==> src/rtl/pc_fetch_sequencer_pkg.sv <==
// rtl/pc_fetch_sequencer_pkg.sv - shared types and constants for the LEGv8 fetch sequencer
package pc_seq_pkg;

   typedef enum logic [1:0] {
      IDLE = 2'd0,
      REQ  = 2'd1,
      EXEC = 2'd2,
      HALT = 2'd3
   } seq_state_t;

   localparam int unsigned PC_INCR      = 4;
   localparam int unsigned BRANCH_SHIFT = 2;
   localparam int unsigned INSTR_W_DEF  = 32;

endpackage

==> src/rtl/pc_fetch_sequencer_if.sv <==
// rtl/pc_fetch_sequencer_if.sv - instruction memory req/ack fetch interface
interface pc_fetch_sequencer_if #(
   parameter int ADDR_W  = 64,
   parameter int INSTR_W = 32
) ();

   logic               imem_req;
   logic [ADDR_W-1:0]  imem_addr;
   logic               imem_ack;
   logic [INSTR_W-1:0] imem_rdata;

   modport master (
      output imem_req,
      output imem_addr,
      input  imem_ack,
      input  imem_rdata
   );

   modport slave (
      input  imem_req,
      input  imem_addr,
      output imem_ack,
      output imem_rdata
   );

endinterface

==> src/rtl/pc_fetch_sequencer_next_pc_calc.sv <==
// rtl/pc_fetch_sequencer_next_pc_calc.sv - branch-taken decision and next-PC select
module next_pc_calc
   import pc_seq_pkg::*;
#(
   parameter int ADDR_W = 64
) (
   input  logic [ADDR_W-1:0] CurrentPC,
   input  logic [ADDR_W-1:0] SignExtImm64,
   input  logic              Branch,
   input  logic              ALUZero,
   input  logic              Uncondbranch,
   output logic [ADDR_W-1:0] NextPC,
   output logic              taken
);

   logic [ADDR_W-1:0] branch_offset;

   // Offset bits shifted past the top are dropped; the add wraps modulo 2^ADDR_W.
   assign branch_offset = SignExtImm64 << BRANCH_SHIFT;
   assign taken         = (Branch & ALUZero) | Uncondbranch;
   assign NextPC        = CurrentPC + (taken ? branch_offset : ADDR_W'(PC_INCR));

endmodule

==> src/rtl/pc_fetch_sequencer.sv <==
// rtl/pc_fetch_sequencer.sv - IDLE/REQ/EXEC/HALT fetch sequencer owning the PC; BRANCH_STATS_EN adds counters
module pc_fetch_sequencer
   import pc_seq_pkg::*;
#(
   parameter logic [63:0] RESET_PC = 64'h0,
   parameter int          ADDR_W   = 64,
   parameter int          INSTR_W  = INSTR_W_DEF
) (
   input  logic                CLK,
   input  logic                Reset,
   input  logic                start,
   pc_fetch_sequencer_if.master imem,
   output logic [INSTR_W-1:0]  Instruction,
   output logic                exec_valid,
   input  logic                Branch,
   input  logic                ALUZero,
   input  logic                Uncondbranch,
   input  logic [ADDR_W-1:0]   SignExtImm64,
   input  logic                halt,
   output logic [ADDR_W-1:0]   CurrentPC,
   output logic                halted
`ifdef BRANCH_STATS_EN
   ,
   output logic [31:0]         taken_count,
   output logic [31:0]         instr_count
`endif
);

   seq_state_t         state_q, state_d;
   logic [ADDR_W-1:0]  pc_q, pc_d;
   logic [INSTR_W-1:0] instr_q, instr_d;
   logic               req_q, req_d;
   logic               exec_q, exec_d;
   logic               halted_q, halted_d;
   logic [ADDR_W-1:0]  next_pc;
   logic               taken;

   next_pc_calc #(
      .ADDR_W (ADDR_W)
   ) u_next_pc_calc (
      .CurrentPC    (pc_q),
      .SignExtImm64 (SignExtImm64),
      .Branch       (Branch),
      .ALUZero      (ALUZero),
      .Uncondbranch (Uncondbranch),
      .NextPC       (next_pc),
      .taken        (taken)
   );

   always_ff @(posedge CLK) begin
      if (Reset) begin
         state_q <= IDLE;
      end else begin
         state_q <= state_d;
      end
   end

   always_comb begin
      state_d = state_q;
      case (state_q)
         IDLE:    if (start) state_d = REQ;
         REQ:     if (imem.imem_ack) state_d = EXEC;
         EXEC:    state_d = halt ? HALT : REQ;
         HALT:    state_d = HALT;
         default: state_d = IDLE;
      endcase
   end

   // Every output is a register; this block computes their next values so
   // imem_req/exec_valid/halted line up with the state they belong to.
   always_comb begin
      pc_d     = pc_q;
      instr_d  = instr_q;
      req_d    = 1'b0;
      exec_d   = 1'b0;
      halted_d = 1'b0;
      case (state_q)
         IDLE: req_d = start;
         REQ: begin
            if (imem.imem_ack) begin
               instr_d = imem.imem_rdata;
               exec_d  = 1'b1;
            end else begin
               req_d = 1'b1;
            end
         end
         EXEC: begin
            if (halt) begin
               halted_d = 1'b1;
            end else begin
               pc_d  = next_pc;
               req_d = 1'b1;
            end
         end
         HALT:    halted_d = 1'b1;
         default: ;
      endcase
   end

   always_ff @(posedge CLK) begin
      if (Reset) begin
         pc_q     <= RESET_PC[ADDR_W-1:0];
         instr_q  <= '0;
         req_q    <= 1'b0;
         exec_q   <= 1'b0;
         halted_q <= 1'b0;
      end else begin
         pc_q     <= pc_d;
         instr_q  <= instr_d;
         req_q    <= req_d;
         exec_q   <= exec_d;
         halted_q <= halted_d;
      end
   end

   assign imem.imem_req  = req_q;
   assign imem.imem_addr = pc_q;
   assign Instruction    = instr_q;
   assign exec_valid     = exec_q;
   assign CurrentPC      = pc_q;
   assign halted         = halted_q;

`ifdef BRANCH_STATS_EN
   logic [31:0] taken_cnt_q;
   logic [31:0] instr_cnt_q;

   always_ff @(posedge CLK) begin
      if (Reset) begin
         taken_cnt_q <= '0;
         instr_cnt_q <= '0;
      end else if (state_q == EXEC && !halt) begin
         if (instr_cnt_q != 32'hFFFF_FFFF) instr_cnt_q <= instr_cnt_q + 32'd1;
         if (taken && taken_cnt_q != 32'hFFFF_FFFF) taken_cnt_q <= taken_cnt_q + 32'd1;
      end
   end

   assign taken_count = taken_cnt_q;
   assign instr_count = instr_cnt_q;
`else
   logic unused_taken;
   assign unused_taken = taken;
`endif

endmodule
==> src/flat_wrapper.sv <==
// flat-port wrapper written by rule: the top's interface ports become plain ports
module pc_fetch_sequencer_flat import pc_seq_pkg::*;
#(
   parameter logic [63:0] RESET_PC = 64'h0,
   parameter int          ADDR_W   = 64,
   parameter int          INSTR_W  = INSTR_W_DEF
)
  (CLK, Reset, start, Instruction, exec_valid, Branch, ALUZero, Uncondbranch, SignExtImm64, halt, CurrentPC, halted, imem_imem_req, imem_imem_addr, imem_imem_ack, imem_imem_rdata);
  pc_fetch_sequencer_if #(.ADDR_W(ADDR_W), .INSTR_W(INSTR_W)) imem_i ();
  input  logic CLK;
  input  logic Reset;
  input  logic start;
  output logic [INSTR_W-1:0] Instruction;
  output logic exec_valid;
  input  logic Branch;
  input  logic ALUZero;
  input  logic Uncondbranch;
  input  logic [ADDR_W-1:0] SignExtImm64;
  input  logic halt;
  output logic [ADDR_W-1:0] CurrentPC;
  output logic halted;
  output wire logic [$bits(imem_i.imem_req)-1:0] imem_imem_req;
  output wire logic [$bits(imem_i.imem_addr)-1:0] imem_imem_addr;
  input wire logic [$bits(imem_i.imem_ack)-1:0] imem_imem_ack;
  input wire logic [$bits(imem_i.imem_rdata)-1:0] imem_imem_rdata;
  assign imem_imem_req = imem_i.imem_req;
  assign imem_imem_addr = imem_i.imem_addr;
  assign imem_i.imem_ack = imem_imem_ack;
  assign imem_i.imem_rdata = imem_imem_rdata;
  pc_fetch_sequencer #(.RESET_PC(RESET_PC), .ADDR_W(ADDR_W), .INSTR_W(INSTR_W)) u_core (.CLK(CLK), .Reset(Reset), .start(start), .imem(imem_i), .Instruction(Instruction), .exec_valid(exec_valid), .Branch(Branch), .ALUZero(ALUZero), .Uncondbranch(Uncondbranch), .SignExtImm64(SignExtImm64), .halt(halt), .CurrentPC(CurrentPC), .halted(halted));
endmodule
==> config.mk <==
export PLATFORM = sky130hd
export DESIGN_NAME = pc_fetch_sequencer_flat
export DESIGN_NICKNAME = d
export VERILOG_FILES = /design/src/rtl/pc_fetch_sequencer_pkg.sv /design/src/rtl/pc_fetch_sequencer_if.sv /design/src/rtl/pc_fetch_sequencer_next_pc_calc.sv /design/src/rtl/pc_fetch_sequencer.sv /design/src/flat_wrapper.sv
export SDC_FILE = /design/constraint.sdc
export NUM_CORES = 1
export LEC_CHECK = 0
export CAP_MARGIN = 10
export CORE_MARGIN = 10
export CORE_UTILIZATION = 35
export CTS_CLUSTER_SIZE = 25
export DETAILED_ROUTE_END_ITERATION = 6
export PLACE_DENSITY = 0.77
export SLEW_MARGIN = 15
export SYNTH_ARGS = -nofsm -noshare
export SYNTH_HDL_FRONTEND = slang
export SYNTH_SLANG_ARGS = --single-unit
export TNS_END_PERCENT = 30
==> constraint.sdc <==
create_clock -name CLK -period 4.95 [get_ports CLK]
set_input_delay 1.2375 -clock CLK [delete_from_list [all_inputs] [get_ports CLK]]
set_output_delay 1.2375 -clock CLK [all_outputs]
set_load 0.03 [all_outputs]
**Yosys cells after proc, flatten, opt, wreduce, memory -nomap -nowiden**

Cells that the tools add are included.

- Register bits after elaboration: 101

- Add/subtract/negate cells: 1
- Equality and inequality tests: 5
- Mux-type cells: 11
- Bitwise operators: 4
- Reductions and logical operators: 5

Operator list:

| operator | count |
|---|---|
| $add 64x64->64 | 1 |
| $mux 64 | 1 |
| $pmux 2 s4 | 1 |
| $mux 2 | 3 |
| $reduce_and 2->1 | 3 |
| $eq 2x2->1 const B | 2 |
| $mux 1 | 4 |
| $ne 2x2->1 const B | 2 |
| $pmux 1 s3 | 1 |
| $eq 2x1->1 const B | 1 |
| $logic_not 2->1 | 1 |
| $not 1->1 | 2 |
| $pmux 1 s2 | 1 |
| $reduce_or 2->1 | 1 |
| $and 1x1->1 | 1 |
| $or 1x1->1 | 1 |

**Logic depth before layout (Yosys ltp)**

- Depth in word-level cells: 4
- Gate-level depth with buffers: 16
- Depth with buffers taken out: 15

**Hierarchy**

From an unflattened synthesis, not the netlist that was laid out.

- Cells, all modules: 1103
- Area total of the unflattened synthesis: 8060.2 um2

By module, submodules not included:

| module | times used | cells each | area an instance (um2) | sequential area each (um2) |
|---|---|---|---|---|
| next_pc_calc | 1 | 604 | 4097.7 | 0.0 |
| pc_fetch_sequencer | 1 | 499 | 3962.6 | 2021.9 |

**Worst setup path before layout**

Ideal clock, no wire load.

- Path type: input to register
- Start: in Branch
- End: reg u_core.pc_q[54], in the netlist u_core.CurrentPC[54]
- Setup time: 0.063 ns
- Arrival: 4.693 ns
- Path slack: 0.194 ns
- Cell stages on the path: 16
- Cells stage by stage: a21oi_1 -> clkbuf_1 -> or2_2 -> ha_1 -> inv_1 -> fa_1 -> and2b_1 -> o31a_2 -> o22ai_2 -> o41ai_4 -> a41oi_4 -> o21ai_2 -> a21boi_1 -> o21ba_2 -> or4_1 -> nand3_1

- Word-level cells in the longest chain between the ends: 4

RTL lines:

| what | RTL line | RTL |
|---|---|---|
| from (decl) | flat_wrapper.sv:15 | `input logic Branch;` |
| $and 1x1->1 | pc_fetch_sequencer_next_pc_calc.sv:20 | `assign taken = (Branch & ALUZero) \| Uncondbranch;` |
| $or 1x1->1 | pc_fetch_sequencer_next_pc_calc.sv:20 |  |
| $mux 64 | pc_fetch_sequencer_next_pc_calc.sv:21 | `assign NextPC = CurrentPC + (taken ? branch_offset : ADDR_W'(PC_INCR));` |
| $add 64x64->64 | pc_fetch_sequencer_next_pc_calc.sv:21 |  |
| to (signal assigned) | pc_fetch_sequencer.sv:102 | `pc_q <= RESET_PC[ADDR_W-1:0];` |
| to (signal assigned) | pc_fetch_sequencer.sv:108 | `pc_q <= pc_d;` |
| to (decl) | pc_fetch_sequencer.sv:30 | `logic [ADDR_W-1:0] pc_q, pc_d;` |

Every way passes these cells.
A chain may end at the register's enable or synchronous reset.

**Final worst setup path**

- Start: in Branch
- End: reg u_core.pc_q[28], in the netlist u_core.CurrentPC[28]

The elaborated chain is that of the path after synthesis.

==> results.txt <==
----------------------------------------------------
[STA]
  Setup TNS ... 0 ns
  Slew at the pin closest to its max-slew limit ... 0.984 ns
  Final hold violation count ... 0
  Portion of the clock cycle consumed by the worst path in the final layout ... 94.5%
  Final critical delay including setup and external delays ... 4.68 ns
  Final setup violation count ... 0
  Rel. slew slack ... 34.3%
  Max Clk Rate ... 0.214 GHz
  Minimum setup slack in the final design ... 0.273 ns
  Final count of pins violating max slew ... 0
  Clk_skew ... 0.0161 ns
  Setup repair after global routing missed its margin ... true

[Layout]
  Ant. Diodes ... 0
  Share of post-route cells with drive strength above 1 ... 11.9%
  NumNets Final ... 1450
  Area of the multi-input gates ... 5120 sq um
  Synth-to-layout area growth ... 44.2%
  Area of all sequential standard cells ... 1980 sq um
  Final cell count without fillers ... 1569
  Number of fill cells ... 2100
  Final Instance Area ... 11300 sq um

[Synthesis]
  Post-synth EDFFs ... 0
  Cells after synthesis ... 1018
  Share of Yosys cell area claimed by the top area cell type ... 25.2%
  Synth area leaders ... sky130_fd_sc_hd__dfxtp_1 (25%), sky130_fd_sc_hd__ha_1 (9.7%), sky130_fd_sc_hd__a21oi_1 (7.1%)
  Mean Syn Cell Area ... 7.72 sq um
  Library cell with the largest summed area after synthesis ... sky130_fd_sc_hd__dfxtp_1
  Syn. warnings ... 0
  Most instantiated cells after synthesis ... sky130_fd_sc_hd__nand2_1 (123), sky130_fd_sc_hd__a21oi_1 (111), sky130_fd_sc_hd__dfxtp_1 (99)
  Predominant post-synthesis flop cell ... sky130_fd_sc_hd__dfxtp_1
  Sequential cell area fraction in the yosys report ... 25.2%
  Synth cell types ... 72
  Netlist area before placement ... 7860 sq um
  Flip-flop and latch count after synthesis ... 99
  Most used standard cell by instance count after synthesis ... sky130_fd_sc_hd__nand2_1
  Async S/R FF share, synth ... 0%

[Critical path]
  Startpoint-to-endpoint class of the critical path ... in2reg
  Critical path arrival ... 4.91 ns
  Type of origin of the critical path ... input pin
  Largest stage delay on the critical path ... 0.45 ns
  Largest fanout on the critical path ... 22
  Critical-path cell with the highest stage delay ... sky130_fd_sc_hd__clkdlybuf4s50_1
  Data required time of the critical path ... 5.18 ns
  Crit path capture type ... flop
  Critical-path cell list ... clkdlybuf4s50_1, a21oi_4, buf_4, buf_12, nor2b_1, ha_1, buf_4, a21oi_1, o21ai_0, a31oi_1, o41ai_4, a221o_1, a31o_2, a31oi_1, o21bai_1, xnor2_1, o21ai_0

[Global routing]
  GRT Util Overall ... 18.4%
  Wire length of the first global-routing pass ... 43400 um
  Aggregate global routing overflow ... 0
  Number of antenna violations at the first check in global routing ... 0
  Via count of the first global-routing pass ... 8412
  Largest net degree at the start of global routing ... 44

[Placement]
  Worst setup slack after placement ... -0.144 ns
  Placer Congestion ... 0.962
  I/O Buffers ... 260
  Sum of net half-perimeters after detailed placement ... 22000 um
  Placed Instance Area ... 11000 sq um
  Instance count after placement with tap cells included ... 1553

[Die]
  Vert. Die Dim ... 170 um
  Die width ... 170 um
  Area enclosed by the die boundary ... 28900 sq um
  Effective utilization at floorplan ... 35.8%
  Standard-cell row count ... 54
  Number of ports placed on the die boundary ... 267
  Core area ... 22000 sq um

[Route]
  Final ANT Viol Nets ... 0
  Iteration-0 DRC count of the detailed router ... 473
  Wire length reported by the detailed router ... 27700 um
  First-pass iteration count of the detailed router ... 5
  Drc violations ... 0
  Via-per-instance ratio ... 5.28
  Via count ... 8278
  Post-DR wirelength/cell ... 17.6 um

[Clock tree]
  Clock tree from TritonCTS ... done
  Maximum root-to-sink buffer count ... 2
  Clock latency on the worst-skew pair ... 0.37 ns
  Clock slew at the register clock pins of the worst setup and hold paths ... 0.08 ns
  Buffer cell driving the clock tree root ... sky130_fd_sc_hd__clkbuf_16
  Number of buffers created by CTS ... 9
  CTS Hold Buffers Added ... 0
  Total number of H-tree levels ... 3
  # Post-CTS Setup Buffers ... 0
  CTS sink cnt ... 99

[Outcome]
  Run status ... completed

[Worst hold path]
  HP Class ... reg2reg

[Pwr]
  LEAKAGE ... 4.77 nW
  Cell area power density ... 189 nW/um^2
  Largest voltage drop on the vdd net ... 0.143 mV

[Run]
  Max-cap violation count ... 0

----------------------------------------------------
[flip-flops by register name, indices dropped and copies added, names as in the netlist]
| signal | flops |
|---|---|
| u_core.CurrentPC | 62 |
| u_core.Instruction | 32 |
| u_core.state_q | 2 |
| u_core.exec_valid | 1 |
| u_core.halted | 1 |
| u_core.imem.imem_req | 1 |
[final timing paths]
path | cells after the start | startpoint | slack (ns) | end
min reg2reg | 1 | u_core.Instruction[15] | 0.48 | u_core.Instruction[15]
max | 17 | Branch | 0.27 | u_core.CurrentPC[28]
max reg2reg | 13 | u_core.CurrentPC[2] | 1.60 | u_core.CurrentPC[54]
min | 1 | u_core.Instruction[15] | 0.48 | u_core.Instruction[15]
[where the power goes]
group | leakage, nW | internal (W) | switching [W]
Sequential | 0.802 | 0.000819 | 0.0000192
Combinational | 3.81 | 0.000259 | 0.000282
Clock | 0.153 | 0.000366 | 0.000398
Total | 4.77 | 0.00144 | 0.000699
[per-stage QoR]
step,util (%),hold slack (ns),total power (W)
after floorplan,-,0.509,0.00115
after global placement,50.1,0.460,0.00139
after detailed placement,50.1,0.463,0.00140
after CTS,51.6,0.487,0.00216
after global routing,51.6,0.502,0.00224
final,51.6,0.484,0.00214
[critical path: cells and delay by family]
kind            cells  cell delay, ns
compound gates     10            2.10
buf+inv             4            0.96
fa+ha+maj           1            0.30
xor+xnor            1            0.20
simple gates        1            0.08
[cell usage in the layout (no fill, tap or decap), types with 16 or more instances in the layout]
| cell type | netlist | layout |
|---|---|---|
| sky130_fd_sc_hd__nand3_1 | 25 | 25 |
| sky130_fd_sc_hd__nand2_1 | 123 | 122 |
| sky130_fd_sc_hd__xnor2_1 | 24 | 24 |
| sky130_fd_sc_hd__nor2b_1 | 63 | 63 |
| sky130_fd_sc_hd__nor3_1 | 17 | 16 |
| sky130_fd_sc_hd__ha_1 | 61 | 61 |
| sky130_fd_sc_hd__nand4_1 | 21 | 21 |
| sky130_fd_sc_hd__a22o_1 | 32 | 32 |
| sky130_fd_sc_hd__buf_4 | 70 | 110 |
| sky130_fd_sc_hd__a21o_1 | 37 | 37 |
| sky130_fd_sc_hd__a21oi_1 | 111 | 110 |
| sky130_fd_sc_hd__inv_1 | 21 | 21 |
| sky130_fd_sc_hd__xor2_1 | 20 | 20 |
| sky130_fd_sc_hd__dfxtp_1 | 99 | 99 |
| sky130_fd_sc_hd__o21ai_0 | 46 | 46 |
| sky130_fd_sc_hd__nor2_1 | 58 | 57 |
| sky130_fd_sc_hd__clkdlybuf4s50_1 | 0 | 259 |
[cell families after synthesis]
family	synth area share, %
adder cells (fa/ha/maj)	9.96
other	0.0477
AO/OA/AOI/OAI	27.4
AND/OR/NAND/NOR	21.8
XOR/XNOR	4.90
multiplexers	0.509
buffers and inverters	10.2
flip-flops	25.2
[layer usage]
layer  GRT usage, %  part of all wire, %
met1           21.8                   42
met2           30.2                   46
met5              0                    0
met3           7.22                   10
met4           5.38                  2.0
[what timing repair did]
item / 4_1_cts / 5_1_grt
hold endpoints to repair: 0 / 0
endpoints found under the setup margin: 0 / 4
gates resized for setup: 0 / 1
[cell type report]
| type | instances | area share (%) |
|---|---|---|
| inverters | 21 | 0.696 |
| repair buffers | 373 | 30.7 |
| flip-flops and latches | 99 | 17.5 |
| multi-input cells | 780 | 45.2 |
| clock inverters | 7 | 0.828 |
| well taps | 280 | 3.09 |
| clock buffers | 9 | 1.99 |
Note: power is estimated with default switching activity, not from simulation.
